$ cat src/rtl/cpu_pkg.sv
// Shared CPU definitions: fetch FSM encodings, instruction field positions,
// next-PC select values and the op_code set shared with control_unit.
package cpu_pkg;

  typedef enum logic [2:0] {
    FETCH_IDLE = 3'b001,
    FETCH_REQ  = 3'b010,
    FETCH_WAIT = 3'b100
  } fetch_state_t;

  localparam int OP_HI  = 31;
  localparam int OP_LO  = 26;
  localparam int RS_HI  = 25;
  localparam int RS_LO  = 21;
  localparam int RT_HI  = 20;
  localparam int RT_LO  = 16;
  localparam int RD_HI  = 15;
  localparam int RD_LO  = 11;
  localparam int IMM_HI = 15;
  localparam int TGT_HI = 25;

  localparam logic [31:0] NOP_WORD = 32'h0000_0000;

  localparam logic NPC_SEQ    = 1'b0;
  localparam logic NPC_BRANCH = 1'b1;

  localparam logic [5:0] OP_RTYPE = 6'b000000;
  localparam logic [5:0] OP_J     = 6'b000010;
  localparam logic [5:0] OP_BEQ   = 6'b000100;
  localparam logic [5:0] OP_ADDI  = 6'b001000;
  localparam logic [5:0] OP_SLTI  = 6'b001010;
  localparam logic [5:0] OP_ANDI  = 6'b001100;
  localparam logic [5:0] OP_XORI  = 6'b001110;

endpackage

$ cat src/rtl/instruction_fetch_unit_pc_register.sv
// Program counter: PC flop, +4 incrementer and next-PC select with
// branch targets forced to word alignment.
module pc_register
  import cpu_pkg::*;
#(
  parameter logic [31:0] RESET_PC = 32'h0000_0000
) (
  input  logic        clk,
  input  logic        rst,
  input  logic        update_en,
  input  logic        mux_c,
  input  logic [31:0] branch_target,
  output logic [31:0] pc,
  output logic [31:0] pc_plus4,
  output logic [31:0] next_pc
);

  logic [31:0] pc_reg;
  logic [31:0] target_aligned;

  assign pc             = pc_reg;
  assign pc_plus4       = pc_reg + 32'd4;
  assign target_aligned = branch_target & ~32'h0000_0003;

  always_comb begin
    next_pc = pc_reg;
    if (update_en) begin
      next_pc = (mux_c == NPC_BRANCH) ? target_aligned : pc_plus4;
    end
  end

  always_ff @(posedge clk or posedge rst) begin
    if (rst) begin
      pc_reg <= RESET_PC;
    end else begin
      pc_reg <= next_pc;
    end
  end

endmodule

$ cat src/rtl/instruction_fetch_unit.sv
// Instruction fetch: PC, IR and the IDLE/REQ/WAIT memory handshake FSM.
// Optional FETCH_TIMEOUT_EN adds a bounded wait that returns a NOP and a sticky error.
module instruction_fetch_unit
  import cpu_pkg::*;
#(
  parameter logic [31:0] RESET_PC       = 32'h0000_0000,
  parameter int          TIMEOUT_CYCLES = 16
) (
  input  logic        clk,
  input  logic        rst,
  input  logic        instruction_memory_read,
  input  logic        pc_update,
  input  logic        mux_c,
  input  logic [31:0] branch_target,
  output logic        imem_req,
  output logic [31:0] imem_addr,
  input  logic        imem_ready,
  input  logic [31:0] imem_rdata,
  output logic        ir_valid,
  output logic        fetch_busy,
  output logic        fetch_error,
  output logic [5:0]  op_code,
  output logic [4:0]  rs,
  output logic [4:0]  rt,
  output logic [4:0]  rd,
  output logic [15:0] imm16,
  output logic [25:0] target26,
  output logic [31:0] pc,
  output logic [31:0] pc_plus4
);

  fetch_state_t state_reg, state_next;
  logic [31:0]  ir_reg;
  logic [31:0]  addr_reg;
  logic         ir_valid_reg;
  logic [31:0]  next_pc;
  logic         idle, busy, fetch_start, data_done, timeout;

  assign idle        = (state_reg == FETCH_IDLE);
  assign busy        = !idle;
  assign fetch_start = idle && instruction_memory_read;
  assign data_done   = busy && imem_ready;

  // The PC only moves between instructions, so updates are gated to IDLE.
  pc_register #(
    .RESET_PC(RESET_PC)
  ) u_pc (
    .clk          (clk),
    .rst          (rst),
    .update_en    (idle && pc_update),
    .mux_c        (mux_c),
    .branch_target(branch_target),
    .pc           (pc),
    .pc_plus4     (pc_plus4),
    .next_pc      (next_pc)
  );

`ifdef FETCH_TIMEOUT_EN
  localparam int CNT_W = $clog2(TIMEOUT_CYCLES + 1);
  localparam logic [CNT_W-1:0] CNT_LAST = CNT_W'(TIMEOUT_CYCLES - 1);

  logic [CNT_W-1:0] cnt_reg;
  logic             error_reg;

  // A ready on the final cycle takes priority over the timeout.
  assign timeout     = busy && !imem_ready && (cnt_reg == CNT_LAST);
  assign fetch_error = error_reg;

  always_ff @(posedge clk or posedge rst) begin
    if (rst) begin
      cnt_reg   <= '0;
      error_reg <= 1'b0;
    end else begin
      if (fetch_start) begin
        cnt_reg <= '0;
      end else if (busy) begin
        cnt_reg <= cnt_reg + 1'b1;
      end
      if (timeout) begin
        error_reg <= 1'b1;
      end
    end
  end
`else
  assign timeout     = 1'b0;
  assign fetch_error = (TIMEOUT_CYCLES < 0);
`endif

  always_comb begin
    state_next = state_reg;
    unique case (state_reg)
      FETCH_IDLE: if (instruction_memory_read) state_next = FETCH_REQ;
      FETCH_REQ:  state_next = (imem_ready || timeout) ? FETCH_IDLE : FETCH_WAIT;
      FETCH_WAIT: if (imem_ready || timeout) state_next = FETCH_IDLE;
      default:    state_next = FETCH_IDLE;
    endcase
  end

  always_ff @(posedge clk or posedge rst) begin
    if (rst) begin
      state_reg    <= FETCH_IDLE;
      ir_reg       <= NOP_WORD;
      ir_valid_reg <= 1'b0;
      addr_reg     <= RESET_PC;
    end else begin
      state_reg <= state_next;
      if (fetch_start) begin
        addr_reg     <= next_pc;
        ir_valid_reg <= 1'b0;
      end
      if (data_done) begin
        ir_reg       <= imem_rdata;
        ir_valid_reg <= 1'b1;
      end else if (timeout) begin
        ir_reg       <= NOP_WORD;
        ir_valid_reg <= 1'b1;
      end
    end
  end

  assign imem_req   = busy;
  assign fetch_busy = busy;
  assign imem_addr  = addr_reg;
  assign ir_valid   = ir_valid_reg;
  assign op_code    = ir_reg[OP_HI:OP_LO];
  assign rs         = ir_reg[RS_HI:RS_LO];
  assign rt         = ir_reg[RT_HI:RT_LO];
  assign rd         = ir_reg[RD_HI:RD_LO];
  assign imm16      = ir_reg[IMM_HI:0];
  assign target26   = ir_reg[TGT_HI:0];

endmodule

$ cat config.mk
export PLATFORM = sky130hd
export DESIGN_NAME = instruction_fetch_unit
export DESIGN_NICKNAME = d
export VERILOG_FILES = /design/src/rtl/cpu_pkg.sv /design/src/rtl/instruction_fetch_unit_pc_register.sv /design/src/rtl/instruction_fetch_unit.sv
export SDC_FILE = /design/constraint.sdc
export NUM_CORES = 1
export LEC_CHECK = 0
export ABC_CLOCK_PERIOD_IN_PS = 3500
export CORE_MARGIN = 2
export CORE_UTILIZATION = 39
export DETAILED_ROUTE_END_ITERATION = 16
export HOLD_SLACK_MARGIN = 0.15
export PLACE_DENSITY = 0.84
export REMOVE_ABC_BUFFERS = 1
export SLEW_MARGIN = 20
export SYNTH_ARGS = -nofsm -noshare
export SYNTH_HDL_FRONTEND = slang
export SYNTH_SLANG_ARGS = --single-unit
$ cat constraint.sdc
create_clock -name clk -period 3.5 [get_ports clk]
set_clock_uncertainty 0.15 [all_clocks]
set_input_delay 0.7 -clock clk [delete_from_list [all_inputs] [get_ports clk]]
set_output_delay 0.7 -clock clk [all_outputs]
set_load 0.05 [all_outputs]
# After elaboration in Yosys (flattened, before gate mapping)
# Index checks and enable logic that the tools add are counted.
# totals
output_inout_bits,163
regBits,100
latch_bits,0
inputBits,70
word_cells,25
ram_bits,0
romBits,0
memories,0
# op_classes
n_shift,0
order_cmp,0
add_sub_neg,1
n_mux,8
eq_ne,5
n_div,0
n_reduce_logical,6
n_mul,0
bitwise,0
# op_table
operator,n
32-bit 2-to-1 mux,2
32-bit by 3-bit adder with 32-bit output (second input constant),1
3-bit 2-to-1 mux,3
3-bit case mux with 3 select lines,1
2-bit != test (second input constant),2
3-bit by 1-bit equality test with 1-bit output (second input constant),1
3-bit by 2-bit equality test with 1-bit output (second input constant),1
3-bit equality test (second input constant),1
1-bit logical AND,3
1-bit 2-to-1 mux,2
2-bit AND reduction,1
2-bit nonzero test,1
1-bit zero test,1

# Depth between registers and ports, before layout
# Gate-level depths: netlist (run 1).
# logic_depth
ltp_word,4
ltp_mapped,8
ltp_nobuf,6

# By module
# From an unflattened synthesis (run 1), not the netlist that was laid out.
# unflattened
hier_cells,574
hier_area_um2,5900.7
# modules_own_cells
module,area_per_inst_um2,seq_area_each_um2,cells_per_inst,instances
instruction_fetch_unit,3498.4,1702.9,297,1
pc_register,2402.3,800.8,277,1

# Worst setup path before layout (run 1)
# Ideal clock, no wire load.
# synth_timing
path_kind,register to output
from,"register u_pc.pc_reg[2], in the netlist u_pc.pc[2]"
to,output pc_plus4[18]
path_slack_ns,-0.215
path_stages_with_launch,7
required_ns,2.650
arrival_time_ns,2.865
path_buffers,1
cell_sequence,dfrtp_1 ha_1 nand4_1 nor4_4 and3_1 buf_2 xor2_1
# synth_via
elab_chain_cells,1
# synth_rtl
item,line,text
"start, declared",instruction_fetch_unit_pc_register.sv:18,logic [31:0] pc_reg;
"start signal, assigned",instruction_fetch_unit_pc_register.sv:36,pc_reg <= next_pc;
32-bit by 3-bit adder with 32-bit output,instruction_fetch_unit_pc_register.sv:22,assign pc_plus4 = pc_reg + 32'd4;
"end, declared",instruction_fetch_unit.sv:29,output logic [31:0] pc_plus4
# No other way between the ends.

# Worst setup path after layout (run 1)
# layout_timing
from,"register u_pc.pc_reg[4], in the netlist u_pc.pc[4]"
to,output pc_plus4[29]
# The elaborated chain is that of the path after synthesis.

==> impl_metrics.yaml, run 1 <==
run_status:
  outcome: "complete, no violations"
timing:
  period_minus_slack_ps: 3300
  final-hold-violation-count: 0
  tightest_slew_ps: 787
  max_clock_freq_mhz: 303
  rsz0062_at_grt: "no"
  timing.hold.ws_ps: 350
  timing.final.crit_share_pct: 94.4
  slew_headroom_pct: 47.5
  timing.final.max_slew_violations: 0
  finalSetupViolCount: 0
placed_design:
  port_buffers: 229
  dp_hpwl_um: 12600
  place_congestion: 0.864
synth:
  yosysMostFrequentCell: "dfrtp_1"
  synth_top_cell_by_area: "dfrtp_1"
  synth_top_area_share_pct: 44.6
  synth_common_cells: "99 x dfrtp_1, 51 x mux2_2, 40 x nand2_1"
  ys_ff_latch: 100
  syn_avg_cell_area_sq_um: 10.4
  syn-cell-area_sq_um: 5550
  synth_edf_count: 0
  seq_area_frac_synth_pct: 45.1
  ys_types: 60
  yosys_warnings: 0
  synthArstFlopShare_pct: 100
  synth_cells: 536
  synthTopCellsByArea: "dfrtp_1 45%, mux2_2 10%, buf_4 4.9%"
  synth_flop_cell: "dfrtp_1"
grt:
  grt-ovfl-total: 0
  antenna_found_initial: 0
  grt_use_total_pct: 22.0
  grt_max_degree: 48
  grt_pass1_vias: 5013
  grt_pass1_wl_um: 25800
clocking:
  clk_latency_ps: 350
  cts-root-buf: "clkbuf_16"
  cts_sinks: 100
  ctsHtreeMaxLevel: 3
  cts_tree: "built"
  cts.clk_slew.worst_paths_ps: 70
  cts_inserted_buffers: 9
  clock_path_buffers: 2
min_path:
  hold_depth: 2
  hold_class: "register to register"
  min_from: "imem_addr[17]$_DFFE_PP0P_"
  timing.hold.worst_endpoint: "imem_addr[17]$_DFFE_PP0P_"
critical_path:
  cp.arrival_ps: 2450
  reg2reg_slack_ps: 1060
  r2r_start: "state_reg[0]$_DFFE_PP1P_"
  critical_path_class: "register to primary output"
  crit_chain: "nand3_4 > nor4_2 > buf_4 > and4_1 > xor2_1 > buf_12"
  rr_endpoint: "imem_addr[4]$_DFFE_PP0P_"
  cp-end-kind: "primary output"
  crit_slowest_cell: "dfrtp_1"
  worstPathMaxFanout: 10
  worstPathRequired_ps: 2650
  max_stage_delay_ps: 570
  reg2reg_depth: 6
  startpoint_type: "register"
floorplanning:
  coreArea_sq_um: 13900
  die-area_sq_um: 15200
  row_count: 43
  io_pins: 233
  die_x_um: 123
  start_util_pct: 40.0
  die_height_um: 123
detailed_routing:
  viasPerCell: 5.46
  routed-via-count: 4951
  wl_per_cell_um: 18.8
  drtAntennaViolNets: 0
  drtPass1Iterations: 7
  routed_wl_um: 17000
  drc: 0
  first_iter_violations: 318
finish:
  postLayoutCoreUtil_pct: 59.6
  diodes: 0
  n_fill_cell: 1098
  multiInputGateArea_sq_um: 2580
  syn2layout_area_growth_pct: 49.1
  seqCellArea_sq_um: 2510
  layout-drive-gt1-share_pct: 19.1
  final_nets: 792
job:
  maxCapViolCount: 0
-- cell type report --
cell class	count	area share, %
clock inverters	5	0.938
inverters	11	0.529
multi-input cells	347	31.2
flip-flops and latches	100	30.3
repair buffers	252	31.5
well taps	180	2.72
clock buffers	11	2.81
-- layout by cell type (no fill, tap or decap), drive strengths merged, types with 3 or more instances in the layout --
cell type | Yosys | layout
nand2 | 40 | 40
nor2 | 32 | 32
o22a | 6 | 6
xor2 | 13 | 13
mux2i | 10 | 10
buf | 55 | 45
o2bb2ai | 8 | 8
inv | 11 | 11
xnor2 | 16 | 16
o211ai | 3 | 3
o21ai | 23 | 23
o221ai | 4 | 4
a22oi | 6 | 6
a31oi | 6 | 6
or3 | 3 | 3
mux2 | 51 | 51
nor4 | 10 | 10
clkbuf | 23 | 11
a21oi | 24 | 24
nand4 | 13 | 13
nor3b | 4 | 4
and3 | 11 | 11
nor3 | 10 | 10
nand3 | 15 | 15
and2 | 5 | 5
dfrtp | 99 | 99
and4 | 6 | 6
clkdlybuf4s50 | 0 | 206
-- cells by family after synthesis --
family	after synthesis	share of synthesized area [%]
and+or+nand+nor	155	17.0
AOI/OAI and AO/OA	100	12.1
DFF	100	45.1
buffers and inverters	89	8.84
muxes	61	12.2
xor gates and xnor gates	29	4.58
adders and majority gates	1	0.225
other	1	0.0676
-- worst max-delay path: cells and delay by family, from the launching register on --
| family | cells | cell delay (ps) |
|---|---|---|
| XOR/XNOR | 1 | 260 |
| buffers and inverters | 2 | 350 |
| flip-flops | 1 | 570 |
| AND/OR/NAND/NOR | 3 | 910 |
-- per-layer routing --
metal | track usage, % | share of wire [%]
met2 | 37.1 | 50
met5 | 0 | 0
met4 | 9.59 | 2.2
met3 | 5.77 | 7.9
met1 | 26.6 | 40
-- stage by stage --
stage	instance area (sq um)	cells	TNS (ps)	setup slack [ps]
after floorplan	5100	458	-1150	-219
after global placement	7900	885	0	370
after detailed placement	7900	885	0	304
after CTS	8210	901	0	38.3
after global routing	8270	906	0	33.0
final	8270	906	0	197
-- timing repair --
item / CTS / global route
pin swaps: 0 / 1
buffers inserted: 0 / 5
hold buffers: 0 / 0
endpoints found under the hold margin: 0 / 0
setup endpoints to repair: 1 / 6
gates resized for setup: 1 / 6
-- worst max-delay path by stage --
stage                    startpoint            to  cells after the start  slack, ps
2_1_floorplan  u_pc.pc[2]$_DFF_PP0_  pc_plus4[24]                      5       -220
3_3_place_gp   u_pc.pc[2]$_DFF_PP0_  pc_plus4[14]                      5        370
3_5_place_dp   u_pc.pc[2]$_DFF_PP0_  pc_plus4[14]                      5        300
4_1_cts        u_pc.pc[2]$_DFF_PP0_  pc_plus4[18]                      7         40
5_1_grt        u_pc.pc[4]$_DFF_PP0_  pc_plus4[29]                      6         30
6_report       u_pc.pc[4]$_DFF_PP0_  pc_plus4[29]                      6        200
Power of run 1 is left out: the tool's default activity adds up to more than one toggle a clock period on the data nets, which glitch-free logic cannot reach.
==> run 2: changes to the inputs <==
--- a/config.mk
+++ b/config.mk
@@ -9,7 +9,6 @@
 export CORE_MARGIN = 2
 export CORE_UTILIZATION = 39
 export DETAILED_ROUTE_END_ITERATION = 16
-export HOLD_SLACK_MARGIN = 0.15
 export PLACE_DENSITY = 0.84
 export REMOVE_ABC_BUFFERS = 1
 export SLEW_MARGIN = 20
==> results of run 2 <==
Final layout, timing and power as in run 1 (identical DEF).
Power of run 2 is left out for the same reason.
==> run 3: changes to the inputs <==
==> constraint.sdc (replaced) <==
create_clock -name clk -period 3.5 [get_ports clk]
set_clock_uncertainty 0.15 [all_clocks]
set_input_delay 0.7 -clock clk [delete_from_list [all_inputs] [get_ports clk]]
set_output_delay 0.7 -clock clk [all_outputs]
set_load 0.02 [all_outputs]
==> run 3 against run 2 <==
Hold slack worse by 7.9 ps. Routed wire length down 0.97%. Sequential share of layout area up 0.21 points. Maximum frequency down 1.6%. Die area stayed put. Sequential cell count unchanged.
==> impl_metrics.yaml, run 3 (same netlist as run 1, synthesis figures left out) <==
detailed_routing:
  first_iter_violations: 306
  drtPass1Iterations: 5
  routed-via-count: 4978
  drc: 0
  wl_per_cell_um: 18.5
  viasPerCell: 5.47
  drtAntennaViolNets: 0
  routed_wl_um: 16800
critical_path:
  cp-end-kind: "primary output"
  startpoint_type: "register"
  cp.arrival_ps: 2510
  worstPathMaxFanout: 7
  worstPathRequired_ps: 2650
  critical_path_class: "register to primary output"
power:
  p_comb_share_pct: 56.9
  power_uw: 7810
  ir_drop_mv: 0.606
  power_density_nw_per_um2: 947
  swShare_pct: 42.1
  leakage_uw: 0.00352
  p_switching_uw: 3280
  p_int_uw: 4530
  seqPwrFrac_pct: 28.7
  p_clk_share_pct: 14.4
timing:
  timing.final.max_slew_violations: 0
  finalSetupViolCount: 0
  final-hold-violation-count: 0
  max_clock_freq_mhz: 298
  timing.hold.ws_ps: 342
  timing.final.crit_share_pct: 95.9
  period_minus_slack_ps: 3360
  tightest_slew_ps: 723
  slew_headroom_pct: 51.8
  setup_tns_ps: 0
  rsz0062_at_grt: "no"
run_status:
  outcome: "complete, no violations"
floorplanning:
  die-area_sq_um: 15200
  row_count: 43
  io_pins: 233
  start_util_pct: 40.0
  die_x_um: 123
  die_height_um: 123
  coreArea_sq_um: 13900
placed_design:
  dpl-instance-area_sq_um: 7810
  port_buffers: 229
  dp_hpwl_um: 12300
  place_congestion: 0.833
finish:
  postLayoutCoreUtil_pct: 59.4
  multiInputGateArea_sq_um: 2610
  final_nets: 796
  n_fill_cell: 1141
  final_common_cell: "clkdlybuf4s50_1"
  syn2layout_area_growth_pct: 48.6
  fin_area_sq_um: 8250
  final_cell_mix: "217 x clkdlybuf4s50_1, 89 x dfrtp_1, 51 x mux2_2, 39 x nand2_1, 32 x nor2_1"
  diodes: 0
  seqCellArea_sq_um: 2520
  layout-drive-gt1-share_pct: 18.5
clocking:
  cts_sinks: 100
  cts_tree: "built"
  cts.clk_slew.worst_paths_ps: 70
  clk_latency_ps: 350
  clock_path_buffers: 2
  cts_inserted_buffers: 9
  ctsHtreeMaxLevel: 3
  cts-root-buf: "clkbuf_16"
  hold_buffers: 0
grt:
  grt_max_degree: 44
  antenna_found_initial: 0
  grt_use_total_pct: 22.2
  grt_pass1_vias: 5003
  grt_pass1_wl_um: 26100
  grt-ovfl-total: 0
job:
  maxCapViolCount: 0
min_path:
  hold_class: "register to register"
## run 3: final timing paths
path	from	end	slack, ps	cells past startpoint
min reg2reg	imem_addr[21]$_DFFE_PP0P_	imem_addr[21]$_DFFE_PP0P_	340	2
max	u_pc.pc[8]$_DFF_PP0_	pc_plus4[31]	140	7
max reg2reg	u_pc.pc[2]$_DFF_PP0_	u_pc.pc[26]$_DFF_PP0_	1150	7
max in group asynchronous	rst	u_pc.pc[6]$_DFF_PP0_	1820	3
min in group asynchronous	rst	ir_reg[24]$_DFFE_PP0P_	620	2
min	imem_addr[21]$_DFFE_PP0P_	imem_addr[21]$_DFFE_PP0P_	340	2
## run 3: stage by stage
stage,setup WS (ps),cells
after floorplan,32.9,458
after global placement,267,890
after detailed placement,260,890
after CTS,7.02,908
after global routing,5.81,910
final,143,910
## run 3: layout make-up
type,instances,share of cell area [%]
Multi-Input combinational cell,347,31.6
Sequential cell,100,30.5
Inverter,11,0.531
Clock buffer,12,3.23
Tap cell,180,2.73
Clock inverter,4,0.850
Timing Repair Buffer,256,30.5
## run 3: worst max-delay path: stages (launching register included)
cell,delay (ps)
dfrtp_2,450
nand4_4,160
buf_12,170
nor3_4,290
buf_4,180
nand3_1,110
xnor2_1,170
clkdlybuf4s50_1,620
## run 3: timing repair
item	in CTS	in global routing
buffers inserted	2	2
cloned	0	0
gates resized for setup	14	16
setup endpoints to repair	11	8
pin swaps	1	4
## run 3: power by group through the flow
| stage | clock network (uW) | logic [uW] | registers (uW) |
|---|---|---|---|
| 6_report | 1120 | 4450 | 2240 |
| 2_1_floorplan | 0 | 1280 | 3050 |
| 3_3_place_gp | 0 | 4410 | 2180 |
| 4_1_cts | 1140 | 4470 | 2230 |
| 5_1_grt | 1190 | 4700 | 2330 |
| 3_5_place_dp | 0 | 4460 | 2230 |
## run 3: routing by layer
layer | part of all wire (%) | GRT usage [%]
met5 | 0 | 0
met4 | 2.8 | 10.1
met3 | 9.3 | 6.55
met2 | 50 | 37.5
met1 | 38 | 25.8
No activity file was read; power rests on OpenSTA's default activity.
